File: src/rtl/dht11_pkg.sv
// Shared DHT11 definitions: FSM states, fixed protocol timings and frame length.
package dht11_pkg;

   typedef enum logic [2:0] {
      ST_IDLE,
      ST_START_LOW,
      ST_RESP_WAIT,
      ST_RESP_LOW,
      ST_RESP_HIGH,
      ST_BIT_LOW,
      ST_BIT_HIGH,
      ST_END_LOW
   } dht11_state_e;

   localparam int unsigned RESP_LOW_US  = 80;
   localparam int unsigned RESP_HIGH_US = 80;
   localparam int unsigned BIT_LOW_US   = 50;
   localparam int unsigned END_LOW_US   = 50;
   localparam int unsigned SETTLE_US    = 2;
   localparam int unsigned FRAME_BITS   = 40;

   // Modulo-256 sum of the four data bytes.
   function automatic logic [7:0] dht11_checksum(input logic [7:0] a, input logic [7:0] b,
                                                  input logic [7:0] c, input logic [7:0] d);
      return a + b + c + d;
   endfunction

endpackage

File: src/rtl/dht11_us_tick.sv
// Microsecond prescaler: tick_o is high on the last cycle of every DIV-cycle period.
// restart_i zeroes the count so a new phase always starts on a full period.
module dht11_us_tick #(
   parameter int unsigned DIV = 100
) (
   input  logic clk_i,
   input  logic rst_ni,
   input  logic restart_i,
   output logic tick_o
);

   localparam int unsigned   CW   = (DIV > 1) ? $clog2(DIV) : 1;
   localparam logic [CW-1:0] LAST = CW'(DIV - 1);

   logic [CW-1:0] cnt_q, cnt_d;

   // Next count: wrap at the end of a period or on restart.
   always_comb begin
      cnt_d = cnt_q + CW'(1);
      if (restart_i || (cnt_q == LAST)) cnt_d = '0;
   end

   // Count register.
   always_ff @(posedge clk_i) begin
      if (!rst_ni) cnt_q <= '0;
      else         cnt_q <= cnt_d;
   end

   assign tick_o = (cnt_q == LAST);

endmodule

File: src/rtl/dht11_sensor_emu.sv
// DHT11 sensor emulator: answers a host start pulse with the 40-bit
// humidity/temperature frame on an open-drain one-wire bus.
module dht11_sensor_emu
   import dht11_pkg::*;
#(
   parameter int unsigned CLK_HZ        = 100_000_000,
   parameter int unsigned START_MIN_US  = 18000,
   parameter int unsigned BIT1_HIGH_US  = 70,
   parameter int unsigned BIT0_HIGH_US  = 27,
   parameter int unsigned RESP_DELAY_US = 30
) (
   input  logic       clk_i,
   input  logic       rst_ni,
   input  logic       w1_i,
   output logic       w1_oe_o,
   input  logic [7:0] hum_int_i,
   input  logic [7:0] hum_dec_i,
   input  logic [7:0] temp_int_i,
   input  logic [7:0] temp_dec_i,
   output logic       busy_o,
   output logic       done_o,
   output logic       abort_o
);

   localparam int unsigned DIV = CLK_HZ / 1_000_000;

   dht11_state_e state_q, state_d;
   logic         sync1_q, sync1_d, sync2_q, sync2_d, w1_prev_q, w1_prev_d;
   logic [15:0]  us_q, us_d;
   logic [5:0]   bit_q, bit_d;
   logic [39:0]  frame_q, frame_d;
   logic         oe_q, oe_d, busy_q, busy_d, done_q, done_d, abort_q, abort_d;

   logic w1_s, fall, rise, tick, restart, collide;

   assign w1_s    = sync2_q;
   assign fall    = w1_prev_q & ~w1_s;
   assign rise    = ~w1_prev_q & w1_s;
   assign restart = (state_d != state_q);
   // A low bus while released, once the line has had time to float back up,
   // means someone else is driving it.
   assign collide = (us_q >= 16'(SETTLE_US)) && !w1_s;

   dht11_us_tick #(.DIV(DIV)) u_tick (
      .clk_i     (clk_i),
      .rst_ni    (rst_ni),
      .restart_i (restart),
      .tick_o    (tick)
   );

   // True on the final cycle of an n-microsecond phase.
   function automatic logic phase_end(input logic [15:0] us, input logic tk, input int unsigned n);
      return tk && (us == 16'(n - 1));
   endfunction

   // Next-state, counters, frame latch and registered outputs.
   always_comb begin
      sync1_d   = w1_i;
      sync2_d   = sync1_q;
      w1_prev_d = sync2_q;
      state_d   = state_q;
      bit_d     = bit_q;
      frame_d   = frame_q;
      done_d    = 1'b0;
      abort_d   = 1'b0;

      unique case (state_q)
         ST_IDLE: if (fall) state_d = ST_START_LOW;
         ST_START_LOW: begin
            if (rise) begin
               if (us_q >= 16'(START_MIN_US)) begin
                  state_d = ST_RESP_WAIT;
                  frame_d = {hum_int_i, hum_dec_i, temp_int_i, temp_dec_i,
                             dht11_checksum(hum_int_i, hum_dec_i, temp_int_i, temp_dec_i)};
                  bit_d   = '0;
               end else begin
                  state_d = ST_IDLE;
               end
            end
         end
         ST_RESP_WAIT: begin
            if (collide) begin
               state_d = ST_IDLE;
               abort_d = 1'b1;
            end else if (phase_end(us_q, tick, RESP_DELAY_US)) begin
               state_d = ST_RESP_LOW;
            end
         end
         ST_RESP_LOW: if (phase_end(us_q, tick, RESP_LOW_US)) state_d = ST_RESP_HIGH;
         ST_RESP_HIGH: begin
            if (collide) begin
               state_d = ST_IDLE;
               abort_d = 1'b1;
            end else if (phase_end(us_q, tick, RESP_HIGH_US)) begin
               state_d = ST_BIT_LOW;
            end
         end
         ST_BIT_LOW: if (phase_end(us_q, tick, BIT_LOW_US)) state_d = ST_BIT_HIGH;
         ST_BIT_HIGH: begin
            // frame_q[39] is always the bit on the wire; shift after each bit.
            if (collide) begin
               state_d = ST_IDLE;
               abort_d = 1'b1;
            end else if (phase_end(us_q, tick, frame_q[39] ? BIT1_HIGH_US : BIT0_HIGH_US)) begin
               frame_d = frame_q << 1;
               if (bit_q == 6'(FRAME_BITS - 1)) begin
                  state_d = ST_END_LOW;
               end else begin
                  state_d = ST_BIT_LOW;
                  bit_d   = bit_q + 6'd1;
               end
            end
         end
         ST_END_LOW: begin
            if (phase_end(us_q, tick, END_LOW_US)) begin
               state_d = ST_IDLE;
               done_d  = 1'b1;
            end
         end
         default: state_d = ST_IDLE;
      endcase

      // Microsecond counter saturates and restarts with every new state.
      us_d = us_q;
      if (tick && (us_q != 16'hFFFF)) us_d = us_q + 16'd1;
      if (restart) us_d = '0;

      oe_d   = (state_d == ST_RESP_LOW) || (state_d == ST_BIT_LOW) || (state_d == ST_END_LOW);
      busy_d = (state_d != ST_IDLE);
   end

   // State, synchronizer and output registers.
   always_ff @(posedge clk_i) begin
      if (!rst_ni) begin
         state_q   <= ST_IDLE;
         sync1_q   <= 1'b1;
         sync2_q   <= 1'b1;
         w1_prev_q <= 1'b1;
         us_q      <= '0;
         bit_q     <= '0;
         frame_q   <= '0;
         oe_q      <= 1'b0;
         busy_q    <= 1'b0;
         done_q    <= 1'b0;
         abort_q   <= 1'b0;
      end else begin
         state_q   <= state_d;
         sync1_q   <= sync1_d;
         sync2_q   <= sync2_d;
         w1_prev_q <= w1_prev_d;
         us_q      <= us_d;
         bit_q     <= bit_d;
         frame_q   <= frame_d;
         oe_q      <= oe_d;
         busy_q    <= busy_d;
         done_q    <= done_d;
         abort_q   <= abort_d;
      end
   end

   assign w1_oe_o = oe_q;
   assign busy_o  = busy_q;
   assign done_o  = done_q;
   assign abort_o = abort_q;

endmodule

File: config.mk
export PLATFORM = sky130hd
export DESIGN_NAME = dht11_sensor_emu
export DESIGN_NICKNAME = d
export VERILOG_FILES = /design/src/rtl/dht11_pkg.sv /design/src/rtl/dht11_us_tick.sv /design/src/rtl/dht11_sensor_emu.sv
export SDC_FILE = /design/constraint.sdc
export NUM_CORES = 1
export LEC_CHECK = 0
export BUFFER_PORTS_ARGS = -buffer_cell sky130_fd_sc_hd__buf_2
export CAP_MARGIN = 15
export CORE_MARGIN = 4
export CORE_UTILIZATION = 40
export DETAILED_ROUTE_END_ITERATION = 16
export PLACE_DENSITY = 0.57
export SETUP_SLACK_MARGIN = 0.4
export SYNTH_ARGS = -nofsm -noshare
export SYNTH_HDL_FRONTEND = slang
export SYNTH_SLANG_ARGS = --single-unit
File: constraint.sdc
create_clock -name clk_i -period 3.6 [get_ports clk_i]
set_input_delay 0 -clock clk_i [delete_from_list [all_inputs] [get_ports clk_i]]
set_output_delay 0 -clock clk_i [all_outputs]
set_load 0.01 [all_outputs]
==> results.sh, run 1 <==
export IMPL_tightestPinTransition_ns=0.845
export IMPL_nNetsFinal=633
export IMPL_track_usage_pct=16.7
export IMPL_finalWorstSetupSlack_ns=0.644
export IMPL_peakVddDrop_mv=0.163
export IMPL_holdWs_ns=0.412
export IMPL_synth_seq_cells=79
export IMPL_antenna_found_initial=0
export IMPL_setup_viol=0
export IMPL_cts_tree="yes"
export IMPL_clkSinkCount=79
export IMPL_power_density_nw_per_um2=378
export IMPL_syn_instance_count=514
export IMPL_drive_gt1_share_pct=13.0
export IMPL_startpoint_type="input pin"
export IMPL_switching_share_pct=25.5
export IMPL_firstDrtPassIters=4
export IMPL_drt_iter0_drc=320
export IMPL_routedWlPerCell_um=14.8
export IMPL_cts_buffers=9
export IMPL_post_cts_buffers=0
export IMPL_tns_ns=0
export IMPL_clk_latency_ns=0.36
export IMPL_finClkSkew_ns=0.00828
export IMPL_fmax_mhz=338
export IMPL_clkPwrFrac_pct=38.9
export IMPL_syn_nets=575
export IMPL_timing_slew_headroom_pct=42.2
export IMPL_p_int_mw=1.47
export IMPL_ios=39
export IMPL_cts_buffer_depth=2
export IMPL_fin_cells=713
export IMPL_synth_top_area_share_pct=36.1
export IMPL_clkTransAtPathRegs_ns=0.08
export IMPL_yosysTopAreaCell="dfxtp_1"
export IMPL_ys_seq_area_share_pct=36.1
export IMPL_drc=0
export IMPL_p_comb_share_pct=16.4
export IMPL_synth_flop_cell="dfxtp_1"
export IMPL_ys_warnings_count=0
export IMPL_synth_area_leaders="dfxtp_1 36%, nand2_1 8.1%, a311oi_1 7.2%, fa_1 6.4%, nor2_1 6.3%"
export IMPL_port_buffers=38
export IMPL_yosysMostFrequentCell="nand2_1"
export IMPL_hold_viol_final=0
export IMPL_drv_slew=0
export IMPL_synth_avg_cell_area_sq_um=8.52
export IMPL_arrival_ns=3.24
export IMPL_rows=37
export IMPL_p_total_mw=1.97
export IMPL_critical_path_class="in -> reg"
export IMPL_finalCritPeriodShare_pct=82.1
export IMPL_vias_per_cell=5.35
export IMPL_grt_pass1_vias=3696
export IMPL_max_cap_violations=0
export IMPL_p_sw_mw=0.504
export IMPL_grt_max_degree=56
export IMPL_clockRootBuffer="clkbuf_8"
export IMPL_synthTopCellsByCount="95 x nand2_1, 79 x dfxtp_1, 73 x nor2_1, 36 x a311oi_1, 18 x clkbuf_1"
export IMPL_syn_to_final_growth_pct=19.3
export IMPL_synth_edf_count=0
export IMPL_grt_overflow_total=0
export IMPL_worst_setup_path_end_kind="flop"
export IMPL_routed_wl_um=10600
export IMPL_htreeDepth=3
export IMPL_dp_cells=662
export IMPL_synth_cell_types=63
export IMPL_fp_dieH_um=113
export IMPL_gp_congestion=0.870
export IMPL_async_reset_ff_share_pct=0
export IMPL_rsz0062_at_grt="false"
export IMPL_antenna_cells=0
export IMPL_syn_area_sq_um=4380
export IMPL_period_minus_slack_ns=2.96
export IMPL_p_leak_nw=1.91
export IMPL_grt_first_pass_wirelength_um=17400
export IMPL_p_seq_share_pct=44.8
export IMPL_initial_core_util_pct=41.7
export IMPL_place_hpwl_um=7220
export IMPL_dieArea_sq_um=12700
export IMPL_outcome="completed"
export IMPL_required_ns=3.88
export IMPL_die_w_um=113
export IMPL_drtAntennaViolNets=0
export IMPL_vias=3813
export IMPL_coreArea_sq_um=10500
export IMPL_hp_class="reg -> reg"
export IMPL_post_place_ws_ns=0.632
export IMPL_crit_fanout=2
## cell type report
type / count / area (sq um)
clock buffers: 12 / 155
clock inverters: 4 / 76.3
fillers: 1001 / 5280
inverters: 13 / 48.8
multi-input cells: 391 / 2620
flip-flops and latches: 79 / 1580
well taps: 136 / 170
repair buffers: 78 / 578
## cell usage in the layout (no fill, tap or decap), types with 14 or more instances in the layout
master | Yosys | final
nand2_1 | 95 | 95
dfxtp_1 | 79 | 79
buf_2 | 8 | 38
a311oi_1 | 36 | 36
xnor2_1 | 17 | 17
fa_1 | 14 | 14
xor2_1 | 14 | 14
nand3_1 | 15 | 15
dlygate4sd3_1 | 0 | 35
nor2_1 | 73 | 73
## power by group through the flow
stage,clock network [mW],registers (mW),logic (mW)
5_1_grt,0.822,0.885,0.362
6_report,0.768,0.884,0.323
4_1_cts,0.785,0.884,0.324
3_3_place_gp,0,0.905,0.292
2_1_floorplan,0,0.902,0.216
3_5_place_dp,0,0.905,0.293
## state kept, by name, summed over array words and instances, names as in the netlist, 3 cells and up
| name | cells |
|---|---|
| bit_q | 6 |
| u_tick.cnt_q | 7 |
| frame_q | 40 |
| us_q | 16 |
| state_q | 3 |
## kinds of logic after synthesis
kind of cell	after synthesis	share of synthesized area [%]
simple gates	249	27.9
mux	5	1.14
compound gates	80	14.5
buf+inv	44	4.34
fa+ha+maj	26	9.83
flops	79	36.1
xor+xnor	31	6.20
## final timing paths
path,depth (start not counted),from,slack (ns),endpoint
worst max-delay path,14,hum_dec_i[1],0.64,frame_q[7]$_SDFFE_PN0P_
worst min-delay path,1,sync1_q$_SDFF_PN1_,0.41,sync2_q$_SDFF_PN1_
worst max register to register,9,us_q[1]$_SDFFE_PP0P_,0.76,us_q[1]$_SDFFE_PP0P_
worst min register to register,1,sync1_q$_SDFF_PN1_,0.41,sync2_q$_SDFF_PN1_
## repair_timing
action | in CTS | in global routing
setup endpoints to repair | 0 | 1
resized for setup | 0 | 1
hold buffers | 35 | 0
endpoints found under the hold margin | 38 | 0
## layer usage
metal | up-vias | track usage [%] | share of wire, %
met5 | - | 0 | 0
met4 | 0 | 6.09 | 2.1
met3 | 20 | 3.45 | 4.2
met2 | 77 | 26.2 | 47
met1 | 1802 | 22.8 | 47
li1 | 1914 | - | -
## per-stage QoR
| step | util [%] | cell area, sq um |
|---|---|---|
| final | 49.7 | 5230 |
| after global routing | 49.7 | 5230 |
| after CTS | 49.7 | 5220 |
| after detailed placement | 44.2 | 4640 |
| after global placement | 44.2 | 4640 |
| after floorplan | - | 4380 |
## critical path: stages
cell and delay [ns]:
dlygate4sd3_1 0.53, buf_2 0.16, fa_1 0.49, fa_1 0.52, ha_1 0.16, inv_1 0.05
fa_1 0.40, inv_1 0.08, a21o_1 0.11, a21oi_1 0.10, o21ai_0 0.22, xnor2_1 0.16
mux2i_1 0.09, o22ai_1 0.17
(Power assumes the default switching activity.)
==> run 2, diff against run 1 <==
--- a/config.mk
+++ b/config.mk
@@ -10,7 +10,7 @@
 export CORE_MARGIN = 4
 export CORE_UTILIZATION = 40
 export DETAILED_ROUTE_END_ITERATION = 16
-export PLACE_DENSITY = 0.57
+export PLACE_DENSITY = 0.59
 export SETUP_SLACK_MARGIN = 0.4
 export SYNTH_ARGS = -nofsm -noshare
 export SYNTH_HDL_FRONTEND = slang
==> constraint.sdc (replaced) <==
create_clock -name clk_i -period 2.6 [get_ports clk_i]
set_input_delay 0 -clock clk_i [delete_from_list [all_inputs] [get_ports clk_i]]
set_output_delay 0 -clock clk_i [all_outputs]
set_load 0.01 [all_outputs]
==> run 2 against run 1 <==
Net effect: global-route usage up 3.5 points; combinational power up 58%; via count up 12%; critical path depth down 3; die area unchanged; hold slack worse by 0.051 ns; routed wire length up 27%; register-to-register slack worse by 0.67 ns; first-iteration DRC count up 4.7%; clock skew up 0.010 ns; critical path type is now reg -> reg.
==> results.sh, run 2 (same netlist as run 1, synthesis figures left out) <==
export IMPL_outcome="completed"
export IMPL_hold_depth=5
export IMPL_arrival_ns=2.74
export IMPL_grt_pass1_vias=4130
export IMPL_final_common_cell="nand2_1"
export IMPL_gp_congestion=0.843
export IMPL_holdCritStartpoint="temp_int_i[0]"
export IMPL_cts_buffers=9
export IMPL_hold_path_end="frame_q[0]$_SDFFE_PN0P_"
export IMPL_drive_gt1_share_pct=33.2
export IMPL_place_hpwl_um=7490
export IMPL_timing_slew_headroom_pct=50.4
export IMPL_dp_cells=677
export IMPL_p_total_mw=2.76
export IMPL_die_w_um=113
export IMPL_cts_buffer_depth=2
export IMPL_antenna_cells=0
export IMPL_htreeDepth=3
export IMPL_fillers=822
export IMPL_largest_register="frame_q"
export IMPL_setup_viol=0
export IMPL_clockRootBuffer="clkbuf_8"
export IMPL_fmax_mhz=399
export IMPL_max_cap_violations=0
export IMPL_drt_iter0_drc=335
export IMPL_port_buffers=38
export IMPL_tightestPinTransition_ns=0.740
export IMPL_multi_input_area_sq_um=3070
export IMPL_hold_viol_final=0
export IMPL_rows=37
export IMPL_period_minus_slack_ns=2.51
export IMPL_postLayoutCoreUtil_pct=61.1
export IMPL_tns_ns=0
export IMPL_path_cells="or4b_4 > o22ai_4 > nor4b_4 > o21ba_4 > nor2_4 > buf_12 > buf_6 > buf_12 > buf_6 > buf_16 > a311oi_2"
export IMPL_cts_tree="yes"
export IMPL_grt_first_pass_wirelength_um=20800
export IMPL_regArea_sq_um=1600
export IMPL_largest_reg_flops=40
export IMPL_vias=4274
export IMPL_coreArea_sq_um=10500
export IMPL_slowest_delay_ns=0.56
export IMPL_vias_per_cell=5.59
export IMPL_track_usage_pct=20.2
export IMPL_clkSinkCount=79
export IMPL_required_ns=2.83
export IMPL_finClkSkew_ns=0.0183
export IMPL_initial_core_util_pct=41.7
export IMPL_crit_family="simple AND/OR/NAND/NOR gates"
export IMPL_drv_slew=0
export IMPL_hp_class="in -> reg"
export IMPL_routedWlPerCell_um=17.6
export IMPL_power_density_nw_per_um2=430
export IMPL_grt_overflow_total=0
export IMPL_grt_max_degree=41
export IMPL_peakVddDrop_mv=0.253
export IMPL_crit_fanout=7
export IMPL_finalCritPeriodShare_pct=96.5
export IMPL_routed_wl_um=13400
export IMPL_clk_latency_ns=0.37
export IMPL_critical_path_class="reg -> reg"
export IMPL_drtAntennaViolNets=0
export IMPL_antenna_found_initial=0
export IMPL_p_leak_nw=2.40
export IMPL_reg_largest_list="frame_q x40, us_q x16, u_tick.cnt_q x7"
export IMPL_final_cell_mix="95 x nand2_1, 72 x dfxtp_1, 46 x nor2_1"
export IMPL_reg2regPathDepth=11
export IMPL_ios=39
export IMPL_cp_slowest_cell="or4b_4"
export IMPL_dieArea_sq_um=12700
export IMPL_clkTransAtPathRegs_ns=0.08
export IMPL_critPathBufInv=5
export IMPL_startpoint_type="flop"
export IMPL_r2r_start="frame_q[39]$_SDFFE_PN0P_"
export IMPL_fin_cells=765
export IMPL_worstReg2RegEnd="frame_q[37]$_SDFFE_PN0P_"
export IMPL_ff2ff_setup_slack_ns=0.09
export IMPL_drc=0
export IMPL_fp_dieH_um=113
export IMPL_syn_to_final_growth_pct=46.6
export IMPL_worst_setup_path_end_kind="flop"
export IMPL_rsz0062_at_grt="true"
export IMPL_nNetsFinal=685
export IMPL_firstDrtPassIters=5
## run 2: cell types whose count changed in the layout (fill, tap and decap cells not counted), sizes merged
cell      delta
clkinvlp     -1
inv          -1
buf         +52
clkinv       +4
clkbuf       -2
## run 2: worst max path at each step
stage	start	endpoint	slack, ns	depth (start not counted)
detailed placement	hum_dec_i[1]	frame_q[7]$_SDFFE_PN0P_	-0.02	13
floorplan	us_q[1]$_SDFFE_PP0P_	u_tick.cnt_q[2]$_SDFF_PP0_	0.21	10
global placement	hum_dec_i[1]	frame_q[7]$_SDFFE_PN0P_	0.07	13
global route	frame_q[39]$_SDFFE_PN0P_	frame_q[2]$_SDFFE_PN0P_	0.004	11
CTS	us_q[1]$_SDFFE_PP0P_	us_q[1]$_SDFFE_PP0P_	0.11	10
finish	frame_q[39]$_SDFFE_PN0P_	frame_q[37]$_SDFFE_PN0P_	0.09	11
## run 2: timing repair
action                                  in CTS  in global routing
buffers inserted                            11                 17
resized for setup                           51                 72
hold buffers                                35                  0
gates cloned                                 9                  0
pin swaps                                   39                 30
endpoints found under the setup margin      71                 72
hold endpoints to repair                    37                  0
## run 2: routing by layer
metal,GRT usage [%],up-vias,share of wire [%]
met5,0,-,0
met4,8.01,0,3.1
met2,31.2,156,48
li1,-,2029,-
met1,27.2,2048,43
met3,4.85,41,5.8
## run 2: power breakdown
group          internal, mW  total (mW)  switching, mW
Combinational         0.240       0.509          0.270
Sequential             1.21        1.22        0.00537
Clock                 0.564        1.04          0.472
## run 2: cell type report
class                   count  area share (%)
multi-input cells         391            47.9
flip-flops and latches     79            24.9
repair buffers            130            20.4
well taps                 136            2.65
clock buffers              10            2.14
clock inverters             6            1.31
inverters                  13           0.760
## run 2: per-stage QoR
stage / hold slack (ns) / cell area, sq um / worst slack [ns]
finish: 0.361 / 6420 / 0.0917
global placement: 0.189 / 4810 / 0.0654
CTS: 0.277 / 5910 / 0.113
global route: 0.393 / 6420 / 0.00375
floorplan: 0.101 / 4420 / 0.214
detailed placement: 0.187 / 4810 / -0.0220
## run 2: worst register-to-register path, stage by stage (launching register included)
cell      delay [ns]
dfxtp_4         0.37
or4b_4          0.56
o22ai_4         0.16
nor4b_4         0.26
o21ba_4         0.21
nor2_4          0.12
buf_12          0.15
buf_6           0.10
buf_12          0.12
buf_6           0.11
buf_16          0.12
a311oi_2        0.10
==> run 3, diff against run 2 <==
--- a/config.mk
+++ b/config.mk
@@ -5,6 +5,7 @@
 export SDC_FILE = /design/constraint.sdc
 export NUM_CORES = 1
 export LEC_CHECK = 0
+export ABC_AREA = 0
 export BUFFER_PORTS_ARGS = -buffer_cell sky130_fd_sc_hd__buf_2
 export CAP_MARGIN = 15
 export CORE_MARGIN = 4
@@ -14,4 +15,5 @@
 export SETUP_SLACK_MARGIN = 0.4
 export SYNTH_ARGS = -nofsm -noshare
 export SYNTH_HDL_FRONTEND = slang
+export SYNTH_HIERARCHICAL = 1
 export SYNTH_SLANG_ARGS = --single-unit
==> run 3 against run 2 <==
Net effect: the flow now finishes with violations (negative hold slack); clock skew is 0.0094 ns lower; utilization rose by 1.4 points; sequential power about the same; combinational power grew 15%; non-clock buffer count grew 10; final area is 6.5% higher; count of clock-buffer cells in the layout increased by 3; global-route usage about the same; die area is 2.9% higher; register-to-register slack better by 0.09 ns; highest routed layer unchanged.
==> results.sh, run 3 <==
export IMPL_fp_dieH_um=114
export IMPL_antenna_cells=0
export IMPL_period_minus_slack_ns=2.42
export IMPL_firstDrtPassIters=4
export IMPL_cts_tree="yes"
export IMPL_crit_start="bit_q[0]$_SDFFE_PN0P_"
export IMPL_fillers=847
export IMPL_largest_reg_flops=40
export IMPL_track_usage_pct=20.2
export IMPL_drive_gt1_share_pct=36.5
export IMPL_violations="negative hold slack"
export IMPL_multi_input_area_sq_um=3340
export IMPL_synth_seq_cells=79
export IMPL_hold_path_end="frame_q[6]$_SDFFE_PN0P_"
export IMPL_p_comb_share_pct=18.7
export IMPL_peakVddDrop_mv=0.410
export IMPL_vias=4544
export IMPL_vias_per_cell=5.76
export IMPL_grt_pass1_vias=4292
export IMPL_largest_register="frame_q"
export IMPL_critical_path_class="reg -> reg"
export IMPL_hold_viol_final=1
export IMPL_cp_slowest_cell="or4b_4"
export IMPL_clkPwrFrac_pct=42.3
export IMPL_fin_cells=789
export IMPL_drt_iter0_drc=226
export IMPL_clkSinkCount=79
export IMPL_crit_family="simple AND/OR/NAND/NOR gates"
export IMPL_critPathBufInv=3
export IMPL_port_buffers=38
export IMPL_drc=0
export IMPL_routedWlPerCell_um=18.5
export IMPL_switching_share_pct=26.5
export IMPL_r2r_start="bit_q[0]$_SDFFE_PN0P_"
export IMPL_crit_fanout=8
export IMPL_synth_edf_count=0
export IMPL_dp_cells=690
export IMPL_path_cells="ha_4 > nand2_2 > or4b_4 > nor4b_4 > nor4_4 > o31ai_4 > buf_4 > buf_6 > buf_12 > nor4_4"
export IMPL_hp_class="in -> reg"
export IMPL_initial_core_util_pct=41.3
export IMPL_tns_ns=0
export IMPL_nNetsFinal=705
export IMPL_grt_first_pass_wirelength_um=21100
export IMPL_syn_instance_count=525
export IMPL_ios=39
export IMPL_routed_wl_um=14600
export IMPL_clk_latency_ns=0.35
export IMPL_yosysTopAreaCell="dfxtp_1"
export IMPL_htreeDepth=3
export IMPL_regArea_sq_um=1610
export IMPL_drtAntennaViolNets=0
export IMPL_p_seq_share_pct=39.0
export IMPL_reg_largest_list="frame_q x40, us_q x16, u_tick/cnt_q x7"
export IMPL_ys_warnings_count=6
export IMPL_final_cell_mix="95 x nand2_1, 63 x dfxtp_1, 45 x nor2_1"
export IMPL_slowest_delay_ns=0.49
export IMPL_synth_avg_cell_area_sq_um=8.60
export IMPL_cp_common_cell="nor4_4"
export IMPL_ff2ff_setup_slack_ns=0.18
export IMPL_grt_max_degree=43
export IMPL_rsz0062_at_grt="true"
export IMPL_fmax_mhz=413
export IMPL_hold_depth=3
export IMPL_drv_slew=0
export IMPL_synth_top_area_share_pct=35.0
export IMPL_final_common_cell="nand2_1"
export IMPL_finClkSkew_ns=0.00890
export IMPL_worstReg2RegEnd="us_q[14]$_SDFFE_PP0P_"
export IMPL_worst_setup_path_end_kind="flop"
export IMPL_syn_nets=586
export IMPL_synth_cell_types=73
export IMPL_timing_slew_headroom_pct=28.2
export IMPL_p_leak_nw=2.44
export IMPL_yosysMostFrequentCell="nand2_1"
export IMPL_holdWs_ns=-0.0172
export IMPL_setup_viol=0
export IMPL_coreArea_sq_um=10900
export IMPL_cts_buffers=9
export IMPL_rows=38
export IMPL_die_w_um=114
export IMPL_startpoint_type="flop"
export IMPL_antenna_found_initial=0
export IMPL_cts_buffer_depth=2
export IMPL_p_sw_mw=0.830
export IMPL_syn_to_final_growth_pct=51.5
export IMPL_dieArea_sq_um=13100
export IMPL_arrival_ns=2.66
export IMPL_synth_flop_cell="dfxtp_1"
export IMPL_tightestPinTransition_ns=1.07
export IMPL_clockRootBuffer="clkbuf_16"
export IMPL_holdCritStartpoint="rst_ni"
export IMPL_place_hpwl_um=7820
export IMPL_synthTopCellsByCount="96 x nand2_1, 79 x dfxtp_1, 58 x nor2_1, 36 x a311oi_1"
export IMPL_syn_area_sq_um=4520
export IMPL_async_reset_ff_share_pct=0
export IMPL_finalCritPeriodShare_pct=93.1
export IMPL_holdBufCountCts=35
export IMPL_max_cap_violations=0
export IMPL_required_ns=2.84
export IMPL_outcome="finished, violations left"
export IMPL_synth_area_leaders="dfxtp_1 35%, nand2_1 8.0%, a311oi_1 7.0%, fa_1 6.2%, nor2_1 4.8%"
export IMPL_grt_overflow_total=0
export IMPL_p_int_mw=2.31
export IMPL_gp_congestion=0.835
export IMPL_clkTransAtPathRegs_ns=0.06
export IMPL_ys_seq_area_share_pct=35.0
export IMPL_power_density_nw_per_um2=458
export IMPL_reg2regPathDepth=10
run 3: kinds of logic (layout without fill, tap and decap cells):
group | Yosys count | after routing | share of synthesized area [%]
AND/OR/NAND/NOR | 244 | 244 | 27.1
AO/OA/AOI/OAI | 101 | 101 | 18.3
flip-flops | 79 | 79 | 35.0
buffers and inverters | 48 | 172 | 4.68
adder cells (fa/ha/maj) | 26 | 26 | 9.53
XOR/XNOR | 25 | 25 | 4.85
multiplexers | 2 | 2 | 0.443
run 3: area by class of cell:
| cell class | instances | share of cell area (%) |
|---|---|---|
| Timing Repair Buffer | 140 | 19.7 |
| Clock inverter | 3 | 0.585 |
| Multi-Input combinational cell | 398 | 48.8 |
| Inverter | 16 | 0.878 |
| Sequential cell | 79 | 23.5 |
| Tap cell | 140 | 2.56 |
| Clock buffer | 13 | 3.95 |
run 3: power groups by stage:
stage          combinational (mW)  clock (mW)  sequential, mW
6_report                    0.587        1.33            1.22
2_1_floorplan               0.324           0            1.25
4_1_cts                     0.524        1.35            1.22
3_3_place_gp                0.450           0            1.25
5_1_grt                     0.640        1.39            1.22
3_5_place_dp                0.454           0            1.25
run 3: timing repair:
item / 4_1_cts / 5_1_grt
setup endpoints to repair: 69 / 70
buffers inserted: 25 / 7
resized for setup: 63 / 57
pin swaps: 35 / 43
gates cloned: 5 / 11
endpoints found under the hold margin: 35 / 1
run 3: worst max path at each step:
stage                                 end  depth (start not counted)
2_1_floorplan  u_tick/cnt_q[6]$_SDFF_PP0_                         11
3_3_place_gp      frame_q[7]$_SDFFE_PN0P_                         12
3_5_place_dp      frame_q[7]$_SDFFE_PN0P_                         12
4_1_cts        u_tick/cnt_q[6]$_SDFF_PP0_                         10
5_1_grt             us_q[12]$_SDFFE_PP0P_                         13
6_report            us_q[14]$_SDFFE_PP0P_                         10
run 3: per-stage QoR:
stage | cell area (sq um) | util, % | power, mW | setup WS, ns | hold slack [ns]
6_report | 6840 | 62.6 | 3.14 | 0.179 | -0.0172
5_1_grt | 6840 | 62.6 | 3.26 | 0.0675 | -0.0131
4_1_cts | 6260 | 57.3 | 3.09 | 0.165 | -0.00111
3_5_place_dp | 5030 | 46.0 | 1.71 | 0.00444 | 0.193
3_3_place_gp | 5030 | 46.0 | 1.70 | 0.0908 | 0.189
2_1_floorplan | 4650 | - | 1.58 | 0.264 | 0.101
run 3: tightest hold or removal path, stage by stage:
cell and delay, ns:
buf_2 0.17, o21ai_2 0.07, a31oi_1 0.04
run 3: layer usage:
layer | global-route usage (%) | up-vias | share of wire, %
li1 | - | 2151 | -
met1 | 25.2 | 2220 | 43
met2 | 34.3 | 148 | 50
met3 | 5.29 | 25 | 5.0
met4 | 5.70 | 0 | 1.9
met5 | 0 | - | 0
